### config.mk
export PLATFORM = sky130hd
export DESIGN_NAME = pipeline_hazard_ctrl
export DESIGN_NICKNAME = d
export VERILOG_FILES = /design/src/rtl/pipeline_hazard_ctrl.sv
export SDC_FILE = /design/constraint.sdc
export NUM_CORES = 1
export LEC_CHECK = 0
export CAP_MARGIN = 20
export CORE_AREA = 2 2 53 55
export DETAILED_ROUTE_END_ITERATION = 12
export DIE_AREA = 0 0 55 57
export GPL_TIMING_DRIVEN = 0
export PLACE_DENSITY = 0.82
export SYNTH_ARGS = -nofsm -noshare
export SYNTH_HDL_FRONTEND = slang
export SYNTH_SLANG_ARGS = --single-unit
### constraint.sdc
create_clock -name CLK -period 2.3 [get_ports CLK]
set_clock_uncertainty 0.05 [all_clocks]
set_input_delay 0.46 -clock CLK [delete_from_list [all_inputs] [get_ports CLK]]
set_output_delay 0.46 -clock CLK [all_outputs]
set_load 0.005 [all_outputs]
### src/rtl/pipeline_hazard_ctrl.sv
// Hazard controller for the 5-stage pipeline: stall/bubble/flush enables, EX operand
// forwarding selects, multi-cycle EX freeze and the debug halt drain/hold handshake.
module pipeline_hazard_ctrl #(
    parameter int unsigned MC_CYCLES = 4
) (
    input  logic       CLK,
    input  logic       RESET,
    input  logic [4:0] id_rs,
    input  logic [4:0] id_rt,
    input  logic       id_uses_rt,
    input  logic [4:0] ex_rs,
    input  logic [4:0] ex_rt,
    input  logic       ex_memtoreg,
    input  logic       ex_branch_taken,
    input  logic       ex_jump,
    input  logic       ex_mc_start,
    input  logic       mem_regwr,
    input  logic [4:0] mem_rw,
    input  logic       wr_regwr,
    input  logic [4:0] wr_rw,
    input  logic       halt_req,
    output logic       pc_we,
    output logic       ifid_we,
    output logic       idex_we,
    output logic       ifid_flush,
    output logic       idex_bubble,
    output logic       exmem_bubble,
    output logic [1:0] fwd_a,
    output logic [1:0] fwd_b,
    output logic       halt_ack,
    output logic [1:0] state
);

    typedef enum logic [1:0] {
        StRun    = 2'd0,
        StMcWait = 2'd1,
        StDrain  = 2'd2,
        StHalted = 2'd3
    } state_e;

    localparam logic [3:0] McInit = 4'(MC_CYCLES - 2);

    state_e     state_q, state_d;
    logic [3:0] cnt_q, cnt_d;
    logic       halt_ack_q, halt_ack_d;

    logic       pc_we_c, ifid_we_c, idex_we_c, ifid_flush_c, idex_bubble_c, exmem_bubble_c;
    logic [1:0] fwd_a_c, fwd_b_c;
    logic       redirect, load_use;

    assign redirect = ex_branch_taken | ex_jump;
    assign load_use = ex_memtoreg & ((ex_rt == id_rs) | (id_uses_rt & (ex_rt == id_rt)));

    always_comb begin
        fwd_a_c = 2'b00;
        if (mem_regwr && (mem_rw == ex_rs)) begin
            fwd_a_c = 2'b01;
        end else if (wr_regwr && (wr_rw == ex_rs)) begin
            fwd_a_c = 2'b10;
        end
        fwd_b_c = 2'b00;
        if (mem_regwr && (mem_rw == ex_rt)) begin
            fwd_b_c = 2'b01;
        end else if (wr_regwr && (wr_rw == ex_rt)) begin
            fwd_b_c = 2'b10;
        end
    end

    always_comb begin
        state_d        = state_q;
        cnt_d          = cnt_q;
        pc_we_c        = 1'b1;
        ifid_we_c      = 1'b1;
        idex_we_c      = 1'b1;
        ifid_flush_c   = 1'b0;
        idex_bubble_c  = 1'b0;
        exmem_bubble_c = 1'b0;
        unique case (state_q)
            StRun: begin
                if (redirect) begin
                    ifid_flush_c  = 1'b1;
                    idex_bubble_c = 1'b1;
                    // A redirect with a multi-cycle op still lets the PC and IF/ID take the target.
                    if (ex_mc_start) begin
                        idex_we_c      = 1'b0;
                        exmem_bubble_c = 1'b1;
                        state_d        = StMcWait;
                        cnt_d          = McInit;
                    end
                end else if (ex_mc_start) begin
                    pc_we_c        = 1'b0;
                    ifid_we_c      = 1'b0;
                    idex_we_c      = 1'b0;
                    exmem_bubble_c = 1'b1;
                    state_d        = StMcWait;
                    cnt_d          = McInit;
                end else if (load_use) begin
                    pc_we_c       = 1'b0;
                    ifid_we_c     = 1'b0;
                    idex_bubble_c = 1'b1;
                end else if (halt_req) begin
                    state_d = StDrain;
                    cnt_d   = 4'd2;
                end
            end
            StMcWait: begin
                pc_we_c        = 1'b0;
                ifid_we_c      = 1'b0;
                idex_we_c      = 1'b0;
                exmem_bubble_c = 1'b1;
                if (cnt_q == 4'd0) begin
                    state_d = StRun;
                end else begin
                    cnt_d = cnt_q - 4'd1;
                end
            end
            StDrain: begin
                pc_we_c       = redirect;
                ifid_we_c     = 1'b0;
                ifid_flush_c  = redirect;
                idex_bubble_c = 1'b1;
                if (cnt_q == 4'd0) begin
                    state_d = StHalted;
                end else begin
                    cnt_d = cnt_q - 4'd1;
                end
            end
            StHalted: begin
                pc_we_c        = 1'b0;
                ifid_we_c      = 1'b0;
                idex_we_c      = 1'b0;
                idex_bubble_c  = 1'b1;
                exmem_bubble_c = 1'b1;
                if (!halt_req) begin
                    state_d = StRun;
                end
            end
            default: state_d = StRun;
        endcase
        halt_ack_d = (state_d == StHalted);
    end

    always_ff @(posedge CLK or negedge RESET) begin
        if (!RESET) begin
            state_q    <= StRun;
            cnt_q      <= 4'd0;
            halt_ack_q <= 1'b0;
        end else begin
            state_q    <= state_d;
            cnt_q      <= cnt_d;
            halt_ack_q <= halt_ack_d;
        end
    end

    // Reset forces the combinational controls too, not only the registers.
    always_comb begin
        pc_we        = RESET & pc_we_c;
        ifid_we      = RESET & ifid_we_c;
        idex_we      = RESET & idex_we_c;
        ifid_flush   = RESET & ifid_flush_c;
        idex_bubble  = ~RESET | idex_bubble_c;
        exmem_bubble = ~RESET | exmem_bubble_c;
        fwd_a        = RESET ? fwd_a_c : 2'b00;
        fwd_b        = RESET ? fwd_b_c : 2'b00;
        halt_ack     = halt_ack_q;
        state        = state_q;
    end

endmodule

==> results.yml <==
clock_tree:
  clk-insertion-delay-late_ns: 0.24
  cts-root-buf: "clkbuf_4"
  path_clk_slew_ns: 0.05
  clock-sinks: 7
  clockBufferDepth: 2
  cts_tree: "built"
  hold_buffers: 0
  htree_levels: 1
  cts_inserted_buffers: 3
worst_setup_path:
  start_kind: "input port"
  cp_max_fo: 3
  path_class: "input port to primary output"
  crit_arrival_ns: 1.78
  ff2ff_path_depth: 7
  required_ns: 1.79
  endpoint_kind: "primary output"
yosys:
  ys_top_cells_by_area: "dfrtp_1, xnor2_1, xor2_1"
  synth_commonest_cells: "xnor2_1, nand2_1, xor2_1, dfrtp_1, ha_1"
  yosys.cell_count.top_type: "xnor2_1"
  syn-cell-area_um2: 940
  synth_flop_cell: "dfrtp_1"
  synthDistinctLibCells: 35
  yosysWarnings: 0
  async_reset_ff_frac: 1.00
  syn-mean-instance-area_um2: 8.54
  synth.top_cell.area_share: 0.186
  synth_seq_area_share: 0.186
  synth_edf_count: 0
  synth_top_cell_by_area: "dfrtp_1"
  synth_seq_cells: 7
  netlist_instances: 110
  synth_nets: 156
timing:
  relSlewSlack: 0.732
  finalSetupViolCount: 0
  hold_viol: 0
  max_freq_mhz: 436
  slew_viol_final: 0
  post-route-period-util: 0.998
  fin_crit_ns: 2.29
  worstMarginPinSlew_ns: 0.401
  grt_setup_unrepaired: "yes"
routing:
  via_per_inst: 5.26
  final_antenna_net_count: 0
  drc: 0
  wire_per_inst_um: 14.5
  vias: 1094
  dr.pass1.iters: 4
  wirelength_um: 3010
  drt_iter0_drc: 12
floorplanning:
  start_util: 0.359
  dieWidth_um: 55
  fp.coreArea_um2: 2620
  dieArea_um2: 3140
  placementRows: 19
  io-pin-count: 53
  die_height_um: 57
global_routing:
  antenna_found_initial: 0
  globalRouteOverflowTotal: 0
  grt_pass1_wl_um: 4660
  grtUsageTotal: 0.203
  grt_max_degree: 17
  first_global_vias: 1084
flow_run:
  max_cap_viol_count: 0
cells_and_area:
  drive_gt1_frac: 0.277
  diodes: 0
  instances_no_fill: 208
  syn2layout_area_growth_pct: 76.6
  fin_nets: 224
  seq_area_um2: 178
  final_cell_area_um2: 1660
  multi_input_area_um2: 856
  utilization: 0.634
  nFillCells: 222
power:
  p_leak_nw: 0.748
  vdd_drop_max_mv: 0.512
  powerDensity_nw_per_um2: 698
placement:
  place.gp.congestion: 0.830
  post_dp_cell_area_um2: 1490
  hpwl_um: 2200
  placed_cells: 192
  io_buffer_count: 51
worst_hold_path:
  hp-class: "input port to async pin"
status:
  status: "finished, final reports clean"
## worst paths after layout
check | slack, ns | endpoint | from
setup / recovery | 0.005 | idex_bubble | id_rs[1]
hold / removal | 0.15 | halt_ack | RESET
setup reg to reg | 0.26 | cnt_q[1] | cnt_q[0]
hold reg to reg | 0.51 | cnt_q[1] | cnt_q[1]
max in group asynchronous | 1.78 | state[1] | RESET
min in group CLK | 0.51 | cnt_q[1] | cnt_q[1]
## stage by stage
step / power [mW] / setup TNS (ns) / worst slack (ns) / hold slack, ns
floorplan: 0.608 / 0 / 0.357 / 0.114
global placement: 0.845 / -4.79 / -0.755 / 0.477
detailed placement: 0.875 / -4.88 / -0.743 / 0.483
CTS: 1.09 / 0 / 0.000158 / 0.143
global route: 1.25 / -0.0652 / -0.0647 / 0.160
finish: 1.16 / 0 / 0.00515 / 0.153
## cell families after synthesis
kind of cell | count (synthesis) | share of synthesized area
buffers and inverters | 5 | 0.0213
flip-flops | 7 | 0.186
multiplexers | 2 | 0.0266
XOR/XNOR | 30 | 0.280
adder cells (fa/ha/maj) | 6 | 0.0799
AO/OA/AOI/OAI | 19 | 0.162
AND/OR/NAND/NOR | 41 | 0.244
## critical path, stage by stage
cell           delay (ns)
dlygate4sd2_1        0.24
xnor2_1              0.13
nand4_2              0.11
o22ai_4              0.09
buf_4                0.15
a2111oi_4            0.33
o21ai_1              0.11
buf_2                0.15
## repair_timing
action	4_1_cts	5_1_grt
hold endpoints to repair	0	0
gates resized for setup	80	25
pin swaps	22	11
endpoints found under the setup margin	10	7
setup buffers	9	3
## registers in the layout, indices dropped and copies added, names as in the netlist
name and count:
cnt_q 4, state 2, halt_ack 1
## layout make-up
cell class	count	area share
buffer	1	0.00302
clock buffer	4	0.0158
tap	31	0.0234
multi-input combinational	98	0.516
inverter	4	0.0106
timing repair buffer	63	0.324
sequential	7	0.107
## placed cells by master (no fill, tap or decap), types with 2 or more instances in the layout
master	instances
and2_1	2
and3_1	3
buf_2	7
buf_4	9
buf_6	3
clkbuf_2	5
clkbuf_4	3
clkdlybuf4s15_1	3
clkdlybuf4s50_1	14
dfrtp_1	5
dfrtp_2	2
dlygate4sd2_1	20
dlymetal6s2s_1	2
ha_1	3
ha_4	3
inv_1	2
nand2_1	10
nand3_1	2
nand3b_1	2
nand4_1	2
nand4_2	2
nor2_1	3
nor2b_1	2
nor3_1	3
nor4_1	4
o211ai_1	2
o21ai_0	2
o21ai_1	2
o221ai_1	2
xnor2_1	16
xnor2_2	4
xor2_1	10
## routing by layer
metal,GRT usage,routed length [um],vias to the layer above
met4,0.0941,48,0
met2,0.338,1500,54
met1,0.230,1150,500
li1,-,-,534
met5,0,0,-
met3,0.0602,307,6
## power breakdown
group	internal (mW)	leakage [nW]	switching [mW]	total, mW
clock network	0.0661	0.0150	0.0435	0.110
logic	0.451	0.647	0.373	0.824
registers	0.169	0.0862	0.0558	0.225
Note: power is estimated with default switching activity, not from simulation.
